## src/rtl/mem_bus_arbiter.sv

```systemverilog
// Round-robin arbiter sharing one memory request channel between requesters.
// Tracks outstanding reads per requester and routes responses by source id.
module mem_bus_arbiter #(
  parameter int NUM_REQ = 3,
  parameter int ID_W    = 2,
  parameter int ADDR_W  = 32,
  parameter int DATA_W  = 64,
  parameter int MAX_OUT = 2
) (
  input  logic                      clk,
  input  logic                      reset_n,
  input  logic [NUM_REQ-1:0]        req_valid,
  input  logic [NUM_REQ-1:0]        req_write,
  input  logic [NUM_REQ*ADDR_W-1:0] req_addr,
  input  logic [NUM_REQ*DATA_W-1:0] req_wdata,
  output logic [NUM_REQ-1:0]        req_ready,
  output logic                      mem_req_valid,
  output logic                      mem_req_write,
  output logic [ID_W-1:0]           mem_req_source,
  output logic [ADDR_W-1:0]         mem_req_addr,
  output logic [DATA_W-1:0]         mem_req_data,
  input  logic                      mem_req_ready,
  input  logic                      mem_rsp_valid,
  input  logic [ID_W-1:0]           mem_rsp_source,
  input  logic [DATA_W-1:0]         mem_rsp_data,
  output logic                      mem_rsp_ready,
  output logic [NUM_REQ-1:0]        rsp_valid,
  output logic [DATA_W-1:0]         rsp_data,
  input  logic [NUM_REQ-1:0]        rsp_ready,
  output logic                      err_unexpected_rsp
);

  localparam int CNT_W = 3;

  logic [ID_W-1:0]    rr_ptr;
  logic [CNT_W-1:0]   out_cnt [NUM_REQ];
  logic [NUM_REQ-1:0] elig;
  logic [NUM_REQ-1:0] inc;
  logic [NUM_REQ-1:0] dec;
  logic               found;
  logic               grant;
  logic [ID_W-1:0]    win;
  logic               sel_write;
  logic [ADDR_W-1:0]  sel_addr;
  logic [DATA_W-1:0]  sel_data;
  logic               src_ok;
  logic               cnt_nz;
  logic               rdy_sel;
  logic               rsp_hit;

  always_comb begin
    elig = '0;
    for (int i = 0; i < NUM_REQ; i++)
      elig[i] = req_valid[i] &&
        (req_write[i] || out_cnt[i] < CNT_W'(MAX_OUT));
  end

  // Two passes: indices at or above rr_ptr first, then the wrap-around part
  always_comb begin
    found = 1'b0;
    win   = '0;
    for (int i = 0; i < NUM_REQ; i++)
      if (!found && elig[i] && ID_W'(i) >= rr_ptr) begin
        found = 1'b1;
        win   = ID_W'(i);
      end
    for (int i = 0; i < NUM_REQ; i++)
      if (!found && elig[i] && ID_W'(i) < rr_ptr) begin
        found = 1'b1;
        win   = ID_W'(i);
      end
  end

  assign grant = reset_n && found &&
                 (!mem_req_valid || mem_req_ready);

  always_comb begin
    req_ready = '0;
    inc       = '0;
    sel_write = 1'b0;
    sel_addr  = '0;
    sel_data  = '0;
    for (int i = 0; i < NUM_REQ; i++) begin
      req_ready[i] = grant && (win == ID_W'(i));
      inc[i]       = req_ready[i] && !req_write[i];
      if (win == ID_W'(i)) begin
        sel_write = req_write[i];
        sel_addr  = req_addr[i*ADDR_W +: ADDR_W];
        sel_data  = req_wdata[i*DATA_W +: DATA_W];
      end
    end
  end

  assign src_ok = {1'b0, mem_rsp_source} < (ID_W+1)'(NUM_REQ);

  always_comb begin
    cnt_nz = 1'b0;
    rdy_sel = 1'b0;
    for (int i = 0; i < NUM_REQ; i++)
      if (mem_rsp_source == ID_W'(i)) begin
        cnt_nz  = out_cnt[i] != '0;
        rdy_sel = rsp_ready[i];
      end
  end

  assign rsp_hit = src_ok && cnt_nz;
  assign rsp_data = mem_rsp_data;
  assign mem_rsp_ready = reset_n && (rsp_hit ? rdy_sel : 1'b1);

  always_comb begin
    rsp_valid = '0;
    dec       = '0;
    for (int i = 0; i < NUM_REQ; i++) begin
      rsp_valid[i] = mem_rsp_valid && rsp_hit &&
                     (mem_rsp_source == ID_W'(i));
      dec[i]       = rsp_valid[i] && rsp_ready[i];
    end
  end

  always_ff @(posedge clk) begin
    if (!reset_n) begin
      mem_req_valid  <= 1'b0;
      mem_req_write  <= 1'b0;
      mem_req_source <= '0;
      mem_req_addr   <= '0;
      mem_req_data   <= '0;
      rr_ptr         <= '0;
    end else if (grant) begin
      mem_req_valid  <= 1'b1;
      mem_req_write  <= sel_write;
      mem_req_source <= win;
      mem_req_addr   <= sel_addr;
      mem_req_data   <= sel_data;
      rr_ptr <= (win == ID_W'(NUM_REQ-1)) ? '0 : win + ID_W'(1);
    end else if (mem_req_ready) begin
      mem_req_valid <= 1'b0;
    end
  end

  always_ff @(posedge clk) begin
    if (!reset_n) begin
      for (int i = 0; i < NUM_REQ; i++)
        out_cnt[i] <= '0;
    end else begin
      for (int i = 0; i < NUM_REQ; i++)
        case ({inc[i], dec[i]})
          2'b10:   out_cnt[i] <= out_cnt[i] + CNT_W'(1);
          2'b01:   out_cnt[i] <= out_cnt[i] - CNT_W'(1);
          default: out_cnt[i] <= out_cnt[i];
        endcase
    end
  end

  always_ff @(posedge clk) begin
    if (!reset_n)
      err_unexpected_rsp <= 1'b0;
    else if (mem_rsp_valid && !rsp_hit)
      err_unexpected_rsp <= 1'b1;
  end

endmodule

```

## config.mk

```make
export PLATFORM = sky130hd
export DESIGN_NAME = mem_bus_arbiter
export DESIGN_NICKNAME = d
export VERILOG_FILES = /design/src/rtl/mem_bus_arbiter.sv
export SDC_FILE = /design/constraint.sdc
export NUM_CORES = 1
export LEC_CHECK = 0
export BUFFER_PORTS_ARGS = -buffer_cell sky130_fd_sc_hd__buf_2
export CORE_AREA = 5 5 204 206
export CTS_BUF_LIST = sky130_fd_sc_hd__clkbuf_4 sky130_fd_sc_hd__clkbuf_8
export CTS_CLUSTER_SIZE = 12
export DETAILED_ROUTE_END_ITERATION = 8
export DIE_AREA = 0 0 209 211
export GPL_ROUTABILITY_DRIVEN = 0
export SETUP_SLACK_MARGIN = 0.15
export SLEW_MARGIN = 20
export SYNTH_ARGS = -nofsm -noshare
export SYNTH_HDL_FRONTEND = slang
export SYNTH_SLANG_ARGS = --single-unit
```

## constraint.sdc

```tcl
create_clock -name clk -period 4.3 [get_ports clk]
set_input_delay 0.43 -clock clk [delete_from_list [all_inputs] [get_ports clk]]
set_output_delay 0.43 -clock clk [all_outputs]
set_load 0.05 [all_outputs]
```

# --- Word-level counts from Yosys, hierarchy flattened ---
# Memories as Yosys holds them, arrays and structs flattened.
# Cells that the tools add are included.
word_totals:
  latch_bits: 0
  memories: 1
  out_inout_bits: 172
  romBits: 0
  ff_bits: 103
  ramBits: 9
  inputBits: 367
  elab_cells: 166
memory_table:
  columns: ["name", "depth", "width", "rd", "rd_clocked_by_memory_dff", "write_ports", "line", "source"]
  rows:
  - ["out_cnt", 3, 3, 3, 0, 3, "36", "logic [CNT_W-1:0] out_cnt [NUM_REQ];"]
classes:
  reduce_logical: 55
  div: 0
  shift: 0
  order_cmp: 10
  n_bitwise: 9
  mux: 67
  n_eq_ne: 10
  addsub: 7
  n_mul: 0
ops:
  columns: ["op", "n"]
  rows:
  - ["$mux 64", 3]
  - ["$mux 32", 3]
  - ["$mux 1", 47]
  - ["$logic_and 1x1->1", 32]
  - ["$mux 3", 9]
  - ["$eq 2x1->1 const B", 5]
  - ["$eq 2x2->1 const B", 5]
  - ["$logic_not 1->1", 10]
  - ["$mux 2", 5]
  - ["$add 3x1->3 const B", 3]
  - ["$lt 3x2->1 const B", 3]
  - ["$or 1x1->1", 9]
  - ["$reduce_bool 3->1", 3]
  - ["$sub 3x1->3 const B", 3]
  - ["$reduce_or 2->1", 3]
  - ["$ge 1x2->1 const A", 2]
  - ["$logic_not 2->1", 2]
  - ["$logic_or 1x1->1", 4]
  - ["$lt 1x2->1 const A", 2]
  - ["$add 2x1->2 const B", 1]
  - ["$ge 2x2->1 const A", 1]
  - ["$lt 2x2->1 const A", 1]
  - ["$lt 2x2->1 const B", 1]
  - ["$reduce_bool 2->1", 1]

# --- Depth between registers and ports, before layout ---
# Gate-level depths: netlist of the first run.
# An unclocked memory read counts as a cell.
logic_depth:
  ltp_word: 37
  ltp_mapped: 12
  mapped_depth_nobuf: 12

# --- Worst setup path before layout of the first run ---
# OpenSTA, ideal clock, no wires.
synth_path:
  path_kind: "input to register"
  start: "in mem_rsp_source[1]"
  end: "mem out_cnt[0][2], data pin"
  path_buffers: 1
  setup_slack_ns: 0.434
  setup_time_ns: 0.255
  cell_stages: 9
  t_arrival_ns: 3.611
  cell_sequence: "clkbuf_1 nor4b_1 and2_1 ha_1 nand2_1 fa_1 xor2_1 xnor2_1 and2_1"
synth_rtl:
  columns: ["item", "line", "source"]
  rows:
  - ["start: declaration", "24", "input logic [ID_W-1:0] mem_rsp_source,"]
  - ["end: declaration", "36", null]

==> metrics.yaml, run 1 <==
clock_tree:
  clock_latency_ns: 0.43
  path_clk_slew_ns: 0.12
  hold_buffers: 0
  cts_setup_buffers: 0
  clockRootBuffer: "clkbuf_8"
  post_cts_resized: 0
  clock_path_buffers: 2
  cts_buffers: 9
  h-tree-depth: 3
  cts_tree: "done"
  cts_sinks: 112
min_path:
  min_path_cells: 3
  hp-class: "input port to register"
  min-delay-start: "req_wdata[51]"
finish:
  fill_cells: 4353
  stdcell_area_mm2: 0.008665
  drive_above_1_share_pct: 49.37
  final_nets: 1322
  fin_util_pct: 21.96
  num_antenna_cells: 0
  areaGrowthSynthToFinish_pct: 33.28
routing:
  highest_layer: "met5"
  routed_wl_um: 23640
  dr.pass1.iters: 5
  route.met2.wl_um: 11730
  route.layer.met1.wl_um: 8381
  wl_per_cell_um: 16.05
  drc: 0
  viasPerCell: 4.166
  route.vias.total: 6136
  ant_nets: 0
  detailroute.wirelength.met3_um: 2669
  drt_iter0_markers: 274
synthesis:
  ys_warn_count: 0
  synth.avg_cell_area_um2: 10.30
  synth_ff_type: "dfxtp_1"
  ys_types: 46
  synth_edf_count: 9
  synthesis.area_mm2: 0.006501
  synthArstFlopShare_pct: 0
  ys_ff_latch: 112
  synthCells: 631
  yosysSeqAreaShare_pct: 35.87
  synth_top_area_share_pct: 31.72
  yosysTopAreaCell: "dfxtp_1"
  synthTopCellsByArea: "dfxtp_1 32%, mux2i_1 10%, buf_4 9.0%"
  syn-num-nets: 1008
placement:
  dpl_cell_area_mm2: 0.008499
  post-dp-hpwl_um: 19600
  port_buffers: 410
sta:
  rsz0062_at_grt: "no"
  final.setup.tns_ns: 0
  fin_skew_ns: 0.02165
  clock.fmax_mhz: 325.0
  fin_crit_sh_pct: 71.55
  finalSetupViolCount: 0
  maxSlewViolCount: 0
  hold_violations: 0
  worstMarginPinSlew_ns: 0.7540
  period_minus_slack_ns: 3.077
  slew_headroom_pct: 49.73
  timing.hold.ws_ns: 0.2748
floorplanning:
  die_height_um: 211
  die_area_mm2: 0.04410
  die_w_um: 209
  start_util_pct: 16.48
  rows: 73
  core_mm2: 0.03946
  io_pins: 539
global_route:
  grt_pass1_wl_um: 34330
  grt-ovfl-total: 0
  antenna_found_initial: 0
  track_usage_pct: 10.11
  grt_max_degree: 71
  grt_pass1_vias: 6282
critical_path:
  crit_chain: "o21ba_2 > a311oi_4 > buf_4 > o21ai_2 > nand2_1 > inv_1 > nand2b_1 > ha_1 > nand2_1 > fa_1 > xor2_1 > xnor2_1 > and2_1"
  crit_top_cell: "nand2_1"
  r2r_slack_ns: 1.22
  endpoint_kind: "register"
  r2r_start: "out_cnt[1][1]"
  cp-startpoint: "out_cnt[1][1]"
  critPathSlowestCell: "edfxtp_1"
  rr_endpoint: "out_cnt[0][2]"
  start_kind: "register"
  slowest_delay_ns: 0.46
  ff2ff_path_depth: 13
  critPathArrivalTime_ns: 3.28
  cp_max_fo: 26
  critPathCapture: "out_cnt[0][2]"
  setup.worst_path.class: "register to register"
  required_ns: 4.50
run_status:
  status: "finished clean"
pwr:
  p_leak_uw: 0.004249
  total_power_uw: 3085
  p_per_area_mw_per_mm2: 356.0
  irDropWorstVdd_mv: 0.1408
job:
  cap_violations: 0
## critical path: cells and delay by family, from the launching register on
kind                       cells  cell delay, ns
AOI/OAI and AO/OA              3            0.68
adders and majority gates      2            0.58
DFF                            1            0.46
buffers and inverters          2            0.45
and+or+nand+nor                4            0.39
xor gates and xnor gates       2            0.28
## metal layers
layer  track usage, %  up-vias
li1                 -     2925
met1            9.768     2799
met2            17.89      379
met3            4.664       31
met4            5.581        2
met5           0.3233        -
## stage by stage
step / setup WS (ns) / cells
floorplan: 0.4345 / 631
detailed placement: 1.072 / 1459
global route: 1.045 / 1473
finish: 1.223 / 1473
global placement: 1.140 / 1459
CTS: 1.169 / 1473
## Yosys cell counts, drive strengths merged (3+ instances only)
cell type,number
a21boi,5
a222oi,31
and2,9
buf,98
clkbuf,19
dfxtp,103
edfxtp,9
ha,8
inv,14
mux2,66
mux2i,68
nand2,15
nand2b,5
nand3,32
nor2,7
nor2b,6
o21ai,34
o21bai,3
o2bb2ai,66
xnor2,4
## layout make-up
type,count,area [µm²],area share [%]
Sequential cell,112,2332,26.92
Clock inverter,3,20.02,0.2310
Tap cell,525,656.9,7.581
Clock buffer,11,145.1,1.675
Inverter,14,52.55,0.6065
Timing Repair Buffer,420,2140,24.69
Multi-Input combinational cell,388,3318,38.30
## logic make-up (layout without fill, tap and decap cells)
family | Yosys count | in the layout | synth area share [%]
compound gates | 151 | 151 | 18.92
flops | 112 | 112 | 35.87
fa+ha+maj | 10 | 10 | 2.156
xor+xnor | 6 | 6 | 0.8083
buf+inv | 131 | 448 | 13.39
simple gates | 87 | 87 | 6.948
mux | 134 | 134 | 21.90
## cell usage in the layout (no fill, tap or decap), types with 5 or more instances in the layout
master,netlist,final
a21boi_0,5,5
a222oi_1,31,31
and2_1,9,8
buf_2,12,410
buf_4,78,9
clkbuf_8,0,10
dfxtp_1,103,103
edfxtp_1,9,9
ha_1,8,8
inv_1,14,14
mux2_1,40,40
mux2_2,26,26
mux2i_1,68,68
nand2_1,15,15
nand2b_1,5,5
nand3_1,32,31
nor2_1,7,7
nor2b_1,6,6
o21ai_0,10,10
o21ai_1,24,23
o2bb2ai_1,66,66
## where the power goes
part / switching (µW) / internal, µW / leakage (µW) / total (µW)
registers: 72.9 / 1190 / 0.000944 / 1260
clock network: 376 / 226 / 0.0000807 / 602
logic: 823 / 401 / 0.00322 / 1220
## registers in the layout (all words and copies together) (netlist names)
register and cells:
out_cnt 9, err_unexpected_rsp 1, mem_req_write 1, mem_req_addr 32, mem_req_source 2, mem_req_valid 1, rr_ptr 2, mem_req_data 64
## worst min-delay path by stage
stage	slack (ns)	to
detailed placement	0.44	mem_req_data[14]
finish	0.27	mem_req_data[51]
global placement	0.44	mem_req_data[52]
floorplan	0.45	rr_ptr[0]
global route	0.22	mem_req_data[51]
CTS	0.19	mem_req_addr[21]
No activity file was read; power rests on OpenSTA's default activity.
==> inputs of run 2 (changes only) <==
==> constraint.sdc (replaced) <==
create_clock -name clk -period 2.6 [get_ports clk]
set_input_delay 0.26 -clock clk [delete_from_list [all_inputs] [get_ports clk]]
set_output_delay 0.26 -clock clk [all_outputs]
set_load 0.05 [all_outputs]
==> metrics.yaml, run 2 (same netlist as run 1, synthesis figures left out) <==
clock_tree:
  hold_buffers: 0
  clock_latency_ns: 0.43
  cts_tree: "done"
  h-tree-depth: 3
  cts_sinks: 112
  clock_path_buffers: 2
  cts_buffers: 9
  path_clk_slew_ns: 0.12
  clockRootBuffer: "clkbuf_8"
finish:
  final_cell_mix: "408 x buf_2, 103 x dfxtp_1, 68 x mux2i_1"
  stdcell_count: 1528
  areaGrowthSynthToFinish_pct: 44.19
  drive_above_1_share_pct: 54.19
  final_nets: 1374
  stdcell_area_mm2: 0.009374
  largest_register_ffs: 64
  top_register: "mem_req_data"
  final_common_cell: "buf_2"
  reg_top3: "mem_req_data x64, mem_req_addr x32, out_cnt x9"
sta:
  fin_skew_ns: 0.01991
  timing.hold.ws_ns: 0.09563
  final.setup.tns_ns: 0
  maxSlewViolCount: 0
  period_minus_slack_ns: 2.591
  worstMarginPinSlew_ns: 0.7556
  finalSetupViolCount: 0
  fin_crit_sh_pct: 99.67
  hold_violations: 0
  clock.fmax_mhz: 385.9
  slew_headroom_pct: 49.63
  rsz0062_at_grt: "yes"
routing:
  dr.pass1.iters: 8
  viasPerCell: 4.145
  drt_iter0_markers: 285
  routed_wl_um: 25120
  ant_nets: 0
  drc: 0
  route.vias.total: 6334
  wl_per_cell_um: 16.44
critical_path:
  setup.worst_path.class: "register to register"
  critPathSlowestCell: "edfxtp_1"
  cp_max_fo: 3
  slowest_delay_ns: 0.42
  crit_chain: "o21bai_4 > buf_4 > a311oi_4 > o21a_1 > nand2_1 > or2_4 > ha_4 > buf_4 > buf_4 > xor2_1 > xnor2_1 > and2_1"
  critPathArrivalTime_ns: 2.79
  required_ns: 2.80
  crit_top_cell: "buf_4"
  ff2ff_path_depth: 12
  start_kind: "register"
  endpoint_kind: "register"
placement:
  port_buffers: 410
  post-dp-hpwl_um: 19070
  dpl_cell_area_mm2: 0.008721
  placed_cells: 1483
global_route:
  grt_pass1_vias: 6603
  track_usage_pct: 10.53
  antenna_found_initial: 3
  grt_pass1_wl_um: 36020
  grt-ovfl-total: 0
  grt_max_degree: 78
floorplanning:
  core_mm2: 0.03946
  rows: 73
  io_pins: 539
  die_w_um: 209
  die_area_mm2: 0.04410
  die_height_um: 211
  start_util_pct: 16.48
pwr:
  total_power_uw: 5479
  irDropWorstVdd_mv: 0.3068
  p_leak_uw: 0.004601
  p_per_area_mw_per_mm2: 584.5
min_path:
  hp-class: "input port to register"
  min_path_cells: 3
job:
  cap_violations: 0
run_status:
  status: "finished clean"
run 2: area by class of cell:
class	count	area (µm²)
Antenna cell	1	2.502
Clock buffer	11	145.1
Clock inverter	5	65.06
Fill cell	4296	30080
Inverter	14	56.30
Multi-Input combinational cell	388	3442
Sequential cell	112	2332
Tap cell	525	656.9
Timing Repair Buffer	472	2674
run 2: worst paths after layout:
check / slack [ns] / to / start
min reg2reg: 0.46 / mem_req_data[39] / mem_req_data[39]
min: 0.1 / mem_req_data[1] / req_wdata[1]
max: 0.009 / out_cnt[1][2] / out_cnt[0][2]
max reg2reg: 0.009 / out_cnt[1][2] / out_cnt[0][2]
run 2: repair_timing:
| action | 4_1_cts | 5_1_grt |
|---|---|---|
| setup endpoints to repair | 35 | 29 |
| cloned | 1 | 2 |
| endpoints found under the hold margin | 0 | 0 |
| pin swaps | 8 | 9 |
| resized for setup | 20 | 21 |
| setup buffers | 8 | 17 |
run 2: where the power goes:
part	switching (µW)	internal [µW]	leakage [µW]
Combinational	1440	801	0.00356
Clock	665	493	0.000102
Sequential	121	1960	0.000944
Total	2220	3260	0.00460
run 2: per-stage QoR:
stage / worst slack [ns] / util [%]
6_report: 0.008521 / 23.76
5_1_grt: -0.1321 / 23.75
4_1_cts: -0.004795 / 23.09
3_5_place_dp: -0.1557 / 22.10
3_3_place_gp: -0.1155 / 22.10
2_1_floorplan: -0.2308 / -
run 2: layer usage:
layer  GRT usage, %  vias to the layer above  routed length (µm)
met2          18.16                      349               12290
met5              0                        -                  34
met3          5.050                       67                2556
met1          10.38                     2881                8983
met4          6.053                        4                1252
li1               -                     3033                   -
run 2: critical path: cells and delay by family (launching register included):
family / cells / cell delay, ns
XOR/XNOR: 2 / 0.27
flip-flops: 1 / 0.42
adder cells (fa/ha/maj): 1 / 0.16
buffers and inverters: 3 / 0.40
AO/OA/AOI/OAI: 3 / 0.61
AND/OR/NAND/NOR: 3 / 0.51
==> inputs of run 3 (changes only) <==
--- a/config.mk
+++ b/config.mk
@@ -6,12 +6,15 @@
 export NUM_CORES = 1
 export LEC_CHECK = 0
 export BUFFER_PORTS_ARGS = -buffer_cell sky130_fd_sc_hd__buf_2
-export CORE_AREA = 5 5 204 206
+export CELL_PAD_IN_SITES_DETAIL_PLACEMENT = 0
+export CELL_PAD_IN_SITES_GLOBAL_PLACEMENT = 1
+export CORE_AREA = 5 5 205 207
 export CTS_BUF_LIST = sky130_fd_sc_hd__clkbuf_4 sky130_fd_sc_hd__clkbuf_8
 export CTS_CLUSTER_SIZE = 12
 export DETAILED_ROUTE_END_ITERATION = 8
-export DIE_AREA = 0 0 209 211
+export DIE_AREA = 0 0 210 212
 export GPL_ROUTABILITY_DRIVEN = 0
+export PLACE_DENSITY_LB_ADDON = 0.1
 export SETUP_SLACK_MARGIN = 0.15
 export SLEW_MARGIN = 20
 export SYNTH_ARGS = -nofsm -noshare
==> metrics.yaml, run 3 (same netlist as run 1, synthesis figures left out) <==
pwr:
  p_per_area_mw_per_mm2: 599.9
  p_leak_uw: 0.004622
  total_power_uw: 5659
  irDropWorstVdd_mv: 0.1985
clock_tree:
  clock_path_buffers: 2
  cts_sinks: 112
  clockRootBuffer: "clkbuf_8"
  cts_tree: "done"
  cts_buffers: 9
  path_clk_slew_ns: 0.11
  h-tree-depth: 3
  clock_latency_ns: 0.41
  hold_buffers: 0
global_route:
  track_usage_pct: 11.52
  grt_max_degree: 92
  grt_pass1_wl_um: 39180
  antenna_found_initial: 2
  grt-ovfl-total: 0
  grt_pass1_vias: 6428
sta:
  slew_headroom_pct: 59.45
  hold_violations: 0
  clock.fmax_mhz: 383.9
  fin_skew_ns: 0.01507
  rsz0062_at_grt: "yes"
  finalSetupViolCount: 1
  setup_ws_ns: -0.005162
  period_minus_slack_ns: 2.605
  fin_crit_sh_pct: 100.2
  maxSlewViolCount: 0
  worstMarginPinSlew_ns: 0.6083
critical_path:
  cp.depth: 10
  cp_top_family: "simple AND/OR/NAND/NOR gates"
  cp_max_fo: 2
  setup.worst_path.class: "register to register"
  ff2ff_path_depth: 10
  critPathArrivalTime_ns: 2.79
  crit_chain: "o21bai_1 > a222oi_1 > buf_4 > or2_4 > or3_4 > ha_4 > nor2_4 > mux2i_1 > xnor2_1 > and2_1"
  start_kind: "register"
  endpoint_kind: "register"
  critPathSlowestCell: "edfxtp_1"
  slowest_delay_ns: 0.43
  required_ns: 2.79
  worst-path-buf-inv: 1
placement:
  dpl_cell_area_mm2: 0.008822
  placed_cells: 1499
  post-dp-hpwl_um: 21210
  place_ws_ns: -0.1840
  port_buffers: 410
min_path:
  hp-class: "input port to register"
  min_path_cells: 3
finish:
  num_antenna_cells: 0
  stdcell_area_mm2: 0.009433
  final_nets: 1371
  drive_above_1_share_pct: 54.05
  areaGrowthSynthToFinish_pct: 45.09
  final_cell_mix: "407 x buf_2, 103 x dfxtp_1, 68 x mux2i_1"
  largest_register_ffs: 64
  fin_util_pct: 23.47
  top_register: "mem_req_data"
  final_common_cell: "buf_2"
  reg_top3: "mem_req_data x64, mem_req_addr x32, out_cnt x9"
  stdcell_count: 1531
floorplanning:
  io_pins: 539
  start_util_pct: 16.18
  die_height_um: 212
  rows: 74
  core_mm2: 0.04018
  die_area_mm2: 0.04452
  die_w_um: 210
routing:
  ant_nets: 0
  wl_per_cell_um: 18.14
  route.vias.total: 6148
  routed_wl_um: 27770
  drc: 0
  drt_iter0_markers: 273
  dr.pass1.iters: 8
  viasPerCell: 4.016
run_status:
  status: "complete, but fails checks"
  violations: "negative setup slack"
job:
  cap_violations: 0
## run 3: cell count changes in the layout (fill, tap and decap cells not counted), sizes merged
cell      change
bufinv        +1
inv           -2
buf           -4
diode         -1
clkbuf        +4
clkinvlp      -2
## run 3: report_power, final
part           total, µW  leakage [µW]  switching [µW]  internal, µW
sequential          2070      0.000944             112          1960
combinational       2270       0.00355            1460           806
clock               1320      0.000124             672           646
## run 3: layout make-up
| type | instances | area (µm²) |
|---|---|---|
| tap | 532 | 665.6 |
| clock inverter | 2 | 60.06 |
| timing repair buffer | 469 | 2695 |
| sequential | 112 | 2332 |
| clock buffer | 14 | 180.2 |
| fill | 4429 | 30750 |
| inverter | 14 | 56.30 |
| multi-input combinational | 388 | 3443 |
## run 3: path summary, 6_finish.rpt
path	endpoint	slack, ns	start
setup reg to reg	out_cnt[2][2]	-0.005	out_cnt[2][1]
setup / recovery	out_cnt[2][2]	-0.005	out_cnt[2][1]
hold reg to reg	mem_req_data[52]	0.46	mem_req_data[52]
hold / removal	mem_req_data[35]	0.12	req_wdata[35]
## run 3: metrics by stage
stage | TNS, ns | hold slack, ns
finish | -0.005162 | 0.1206
global route | -0.3446 | 0.09099
CTS | -0.04103 | 0.05422
detailed placement | -0.3471 | 0.4414
global placement | -0.3171 | 0.4398
floorplan | -0.4940 | 0.4228
## run 3: layer usage
| layer | wire [µm] | up-vias | global-route usage (%) |
|---|---|---|---|
| met5 | 36 | - | 0 |
| met4 | 343 | 4 | 3.398 |
| met3 | 2952 | 16 | 5.268 |
| met2 | 12750 | 348 | 18.66 |
| met1 | 11690 | 2751 | 13.80 |
| li1 | - | 3029 | - |
## run 3: tightest hold or removal path: stages
cell      delay [ns]
buf_2           0.07
a222oi_1        0.05
o21ai_0         0.12
## run 3: timing repair
action	4_1_cts	5_1_grt
pin swaps	4	13
resized for setup	14	36
cloned	1	2
buffers inserted	6	7
setup endpoints to repair	66	59
